File: src/rtl/display_pkg.sv
// Shared mode/state encodings and address helper for the display peek sequencer.
package display_pkg;

  localparam logic [1:0] MODE_MANUAL   = 2'b00;
  localparam logic [1:0] MODE_REG_SCAN = 2'b01;
  localparam logic [1:0] MODE_MEM_SCAN = 2'b10;
  localparam logic [1:0] MODE_HOLD     = 2'b11;

  localparam int NUM_REGS = 32;

  typedef enum logic [1:0] {
    ST_MANUAL   = 2'b00,
    ST_REG_SCAN = 2'b01,
    ST_MEM_SCAN = 2'b10,
    ST_HOLD     = 2'b11
  } state_t;

  function automatic state_t mode_to_state(input logic [1:0] m);
    state_t s;
    case (m)
      MODE_MANUAL:   s = ST_MANUAL;
      MODE_REG_SCAN: s = ST_REG_SCAN;
      MODE_MEM_SCAN: s = ST_MEM_SCAN;
      MODE_HOLD:     s = ST_HOLD;
      default:       s = ST_HOLD;
    endcase
    return s;
  endfunction

  // Byte address of a scanned memory word; wraps naturally modulo 2^32.
  function automatic logic [31:0] mem_addr(input logic [31:0] base,
                                           input logic [4:0]  idx,
                                           input logic [31:0] stride);
    return base + ({27'd0, idx} * stride);
  endfunction

endpackage

File: src/rtl/btn_edge_detect.sv
// Rising-edge detector for an already-synchronised button level.
// The armed flag suppresses a false edge on the first cycle after reset.
module btn_edge_detect (
  input  logic Clk,
  input  logic Rst,
  input  logic in,
  output logic rise
);

  logic in_q_r;
  logic armed_r;

  // Edge history and post-reset arming.
  always_ff @(posedge Clk) begin
    if (Rst) begin
      in_q_r  <= 1'b0;
      armed_r <= 1'b0;
    end else begin
      in_q_r  <= in;
      armed_r <= 1'b1;
    end
  end

  assign rise = in & ~in_q_r & armed_r;

endmodule

File: src/rtl/display_peek_sequencer.sv
// Chooses which register index / memory address the display peeks at:
// manual select, register auto-scan, memory-window auto-scan, or frozen hold.
module display_peek_sequencer
  import display_pkg::*;
#(
  parameter int          DWELL_CYCLES = 25000000,
  parameter logic [31:0] MEM_BASE     = 32'h0,
  parameter int          MEM_WORDS    = 16,
  parameter int          ADDR_STRIDE  = 4
) (
  input  logic        Clk,
  input  logic        Rst,
  input  logic [1:0]  mode,
  input  logic [4:0]  manualSel,
  input  logic        stepBtn,
  input  logic        pauseBtn,
  output logic [4:0]  regToPeek,
  output logic [31:0] memToPeek,
  output logic        srcSel,
  output logic [4:0]  scanIdx,
  output logic        paused,
  output logic        dwellTick
);

  localparam int             CW       = $clog2(DWELL_CYCLES);
  localparam logic [CW-1:0]  CNT_LAST = CW'(DWELL_CYCLES - 1);
  localparam logic [4:0]     REG_LAST = 5'(NUM_REGS - 1);
  localparam logic [4:0]     MEM_LAST = 5'(MEM_WORDS - 1);
  localparam logic [31:0]    STRIDE   = 32'(ADDR_STRIDE);

  state_t        state_r;
  state_t        mode_st_s;
  logic [CW-1:0] cnt_r;
  logic [4:0]    idx_r;
  logic [4:0]    reg_r;
  logic [31:0]   mem_r;
  logic          src_r;
  logic          paused_r;
  logic          tick_r;
  logic          step_rise_s;
  logic          pause_rise_s;
  logic          adv_s;
  logic [4:0]    next_idx_s;

  btn_edge_detect u_step_edge (
    .Clk  (Clk),
    .Rst  (Rst),
    .in   (stepBtn),
    .rise (step_rise_s)
  );

  btn_edge_detect u_pause_edge (
    .Clk  (Clk),
    .Rst  (Rst),
    .in   (pauseBtn),
    .rise (pause_rise_s)
  );

  // Advance decision and wrapped next index for the active scan window.
  always_comb begin
    mode_st_s = mode_to_state(mode);
    adv_s     = step_rise_s | (~paused_r & (cnt_r == CNT_LAST));
    if (state_r == ST_MEM_SCAN) begin
      next_idx_s = (idx_r >= MEM_LAST) ? 5'd0 : idx_r + 5'd1;
    end else begin
      next_idx_s = (idx_r >= REG_LAST) ? 5'd0 : idx_r + 5'd1;
    end
  end

  // Sequencer state, dwell counter and registered display outputs.
  always_ff @(posedge Clk) begin
    if (Rst) begin
      state_r  <= ST_MANUAL;
      cnt_r    <= '0;
      idx_r    <= 5'd0;
      reg_r    <= 5'd0;
      mem_r    <= MEM_BASE;
      src_r    <= 1'b0;
      paused_r <= 1'b0;
      tick_r   <= 1'b0;
    end else if (state_r != mode_st_s) begin
      // Mode change beats any coincident button edge; HOLD keeps the displayed view.
      state_r  <= mode_st_s;
      cnt_r    <= '0;
      paused_r <= 1'b0;
      tick_r   <= 1'b0;
      if (mode_st_s == ST_MEM_SCAN) begin
        idx_r <= 5'd0;
        mem_r <= MEM_BASE;
        src_r <= 1'b1;
      end else if (mode_st_s != ST_HOLD) begin
        idx_r <= 5'd0;
        reg_r <= 5'd0;
        src_r <= 1'b0;
      end
    end else begin
      case (state_r)
        ST_MANUAL: begin
          reg_r  <= manualSel;
          idx_r  <= manualSel;
          src_r  <= 1'b0;
          cnt_r  <= '0;
          tick_r <= 1'b0;
        end
        ST_REG_SCAN, ST_MEM_SCAN: begin
          if (adv_s) begin
            idx_r  <= next_idx_s;
            cnt_r  <= '0;
            // A step right after a dwell expiry still advances, but the pulse stays one cycle.
            tick_r <= ~tick_r;
            if (state_r == ST_MEM_SCAN) begin
              mem_r <= mem_addr(MEM_BASE, next_idx_s, STRIDE);
              src_r <= 1'b1;
            end else begin
              reg_r <= next_idx_s;
              src_r <= 1'b0;
            end
          end else begin
            tick_r <= 1'b0;
            if (!paused_r) begin
              cnt_r <= cnt_r + CW'(1);
            end
          end
          if (pause_rise_s) begin
            paused_r <= ~paused_r;
          end
        end
        default: begin
          cnt_r  <= '0;
          tick_r <= 1'b0;
        end
      endcase
    end
  end

  assign regToPeek = reg_r;
  assign memToPeek = mem_r;
  assign srcSel    = src_r;
  assign scanIdx   = idx_r;
  assign paused    = paused_r;
  assign dwellTick = tick_r;

endmodule

File: config.mk
export PLATFORM = sky130hd
export DESIGN_NAME = display_peek_sequencer
export DESIGN_NICKNAME = d
export VERILOG_FILES = /design/src/rtl/display_pkg.sv /design/src/rtl/btn_edge_detect.sv /design/src/rtl/display_peek_sequencer.sv
export SDC_FILE = /design/constraint.sdc
export NUM_CORES = 1
export LEC_CHECK = 0
export CORE_MARGIN = 5
export CORE_UTILIZATION = 50
export DETAILED_ROUTE_END_ITERATION = 6
export PLACE_DENSITY_LB_ADDON = 0.2
export SLEW_MARGIN = 15
export SYNTH_ARGS = -nofsm -noshare
export SYNTH_HDL_FRONTEND = slang
export SYNTH_SLANG_ARGS = --single-unit
File: constraint.sdc
create_clock -name Clk -period 2.6 [get_ports Clk]
set_clock_uncertainty 0.05 [all_clocks]
set_input_delay 0.52 -clock Clk [delete_from_list [all_inputs] [get_ports Clk]]
set_output_delay 0.52 -clock Clk [all_outputs]
set_load 0.01 [all_outputs]
==> results.tsv <==
metric	value	unit
final layout net count	326	
Yosys reg bits	48	
RD Place Congestion	0.759	
sequential area share after synthesis	39.2	%
vias in the first global route	1833	
Max VDD drop	0.000315	V
Worst-path clk slew	0.09	ns
Critical Path End Type	flip-flop	
Root Driver	clkbuf_8	
period utilization	90.2	%
clock buffer count from CTS	5	
Die Ht	80.1	um
DR vias/cell	5.13	
antenna-violating nets left	0	
fin area	0.00284	mm2
Yosys cell types	45	
Final setup violation count	0	
Slew @ Worst Pin	0.615	ns
DRC violations left	0	
FP Rows	25	
WHS	0.394	ns
DP Wirelength	3.64	mm
final WL	4.85	mm
CTS tree	done	
starting density of the core	51.6	%
PwrDens	524	mW/mm2
worst slack, placed	0.271	ns
Max Clock Freq	426	MHz
clock insertion delay at the later pin of the skew report	0.30	ns
top-count cell post-synth	dfxtp_1	
initial antenna violation count	0	
Largest stage delay, worst path	0.51	ns
Post-Place Cells	369	
GRT overflow	0	
H-tree levels	2	
vias	1933	
Arr. time, crit path	2.49	ns
hold_buf cts	0	
status	complete, no violations	
fillers	480	
Port Buf Inserts	28	
critical path's slowest cell	or4b_1	
synth cell count leaders	48 x dfxtp_1, 44 x nor2_1, 28 x buf_4	
CP Buf/Inv Count	0	
largest area contributor in the netlist	dfxtp_1	
clk buf depth	2	
fraction of registers with async set/reset	0	%
RSZ-0062 raised after global routing	false	
syn_area_per_cell	8.95	um2
post-layout min period	2.35	ns
gr usage total	16.5	%
Slew Limit Headroom	58.6	%
ANT cells	0	
setup TNS	0	ns
LEAKAGE	1.06	nW
post-CTS setup buffer count	0	
Critical Path Start Type	flip-flop	
DIE WIDTH	80.1	um
CTS-repair resized insts	0	
CP delay by family, top	simple AND/OR/NAND/NOR gates	
I/O pin total	56	
Mapped Cells	274	
worst path cell trace	or4b_1, or4_1, o21a_1, a32o_2, a22o_1	
first-pass GRT wire length	8.34	mm
clock sink count	48	
Core Footprint	0.00475	mm2
DR pass1 iterations	4	
Yosys warnings	0	
Final Hold Fails	0	
pin count of the biggest net entering global routing	26	
post-synth top area share	39.2	%
Worst Hold Class	flip-flop to flip-flop	
max-slew violations	0	
Cell Area, Synth	0.00245	mm2
Initial DRC Count	81	
placed cell areas	0.00272	mm2
EDFF count, synth	0	
non-filler instance count after layout	377	
reg-to-reg slack, setup	0.25	ns
Post-synth top flop	dfxtp_1	
WL/cell	12.9	um
largest cells by area after synthesis	dfxtp_1 39%, buf_4 8.6%, xor2_1 8.2%	
Final WS setup	0.254	ns
Worst EP required	2.74	ns
max-cap viol count	0	
Layout area overhead	15.8	%
layout cell share with drive strength beyond 1	6.45	%
CP Class	flip-flop to flip-flop	
CP max FO	11	
Total Die Area	0.00641	mm2
==> final timing paths <==
check	from	depth (start not counted)	to
worst max-delay path	cnt_r[6]$_SDFFE_PP0N_	5	scanIdx[2]$_SDFFE_PP0P_
worst min-delay path	dwellTick$_SDFF_PP0_	1	dwellTick$_SDFF_PP0_
worst max register to register	cnt_r[6]$_SDFFE_PP0N_	5	scanIdx[2]$_SDFFE_PP0P_
worst min register to register	dwellTick$_SDFF_PP0_	1	dwellTick$_SDFF_PP0_
==> cells in the final DEF, fill, tap and decap left out, types with 4 or more instances in the layout <==
cell type         n
dfxtp_1          48
nor2_1           44
clkdlybuf4s50_1  28
conb_1           27
xor2_1           23
nand2_1          18
nand3_1          12
nand4_1          10
inv_1             7
mux2i_1           7
buf_4             7
xnor2_1           6
nor2b_1           6
ha_1              6
clkbuf_8          6
nor3_1            4
o21a_1            4
o32a_1            4
==> report_power, final <==
part	internal [mW]	switching [mW]	total [mW]
clock network	0.315	0.256	0.571
logic	0.0692	0.0879	0.157
registers	0.750	0.0129	0.763
total	1.13	0.357	1.49
==> layer usage <==
| metal | vias up | part of all wire [%] | GRT usage (%) |
|---|---|---|---|
| met5 | - | 0 | 0 |
| met4 | 0 | 0.87 | 3.55 |
| met3 | 5 | 6.3 | 5.38 |
| met2 | 48 | 47 | 27.7 |
| met1 | 909 | 46 | 20.4 |
| li1 | 971 | - | - |
==> layout make-up <==
cell class                 instances  area [um2]  share of cell area [%]
clock buffer                       6        82.6                    2.91
clock inverter                     2        38.8                    1.37
inverter                           7        26.3                   0.925
multi-input combinational        212        1320                    46.3
sequential                        48         961                    33.8
tap                               67        83.8                    2.95
timing repair buffer              35         333                    11.7
==> cell families after synthesis <==
| group | synth area share [%] |
|---|---|
| AOI/OAI and AO/OA | 9.64 |
| DFF | 39.2 |
| xor gates and xnor gates | 10.4 |
| buffers and inverters | 11.2 |
| muxes | 2.86 |
| and+or+nand+nor | 23.6 |
| other | 0.153 |
| adders and majority gates | 3.06 |
==> through the flow <==
stage          total power [mW]  utilization (%)
2_1_floorplan             0.906                -
3_3_place_gp              0.934             57.2
3_5_place_dp              0.935             57.2
4_1_cts                    1.50             59.8
5_1_grt                    1.56             59.8
6_report                   1.49             59.8
==> flip-flops by register name, indices dropped and copies added (netlist names) <==
| signal | count |
|---|---|
| cnt_r | 25 |
| dwellTick | 1 |
| memToPeek | 5 |
| paused | 1 |
| regToPeek | 5 |
| scanIdx | 5 |
| srcSel | 1 |
| state_r | 2 |
| u_pause_edge.in_q_r | 1 |
| u_step_edge.armed_r | 1 |
| u_step_edge.in_q_r | 1 |
No activity file was read; power rests on OpenSTA's default activity.
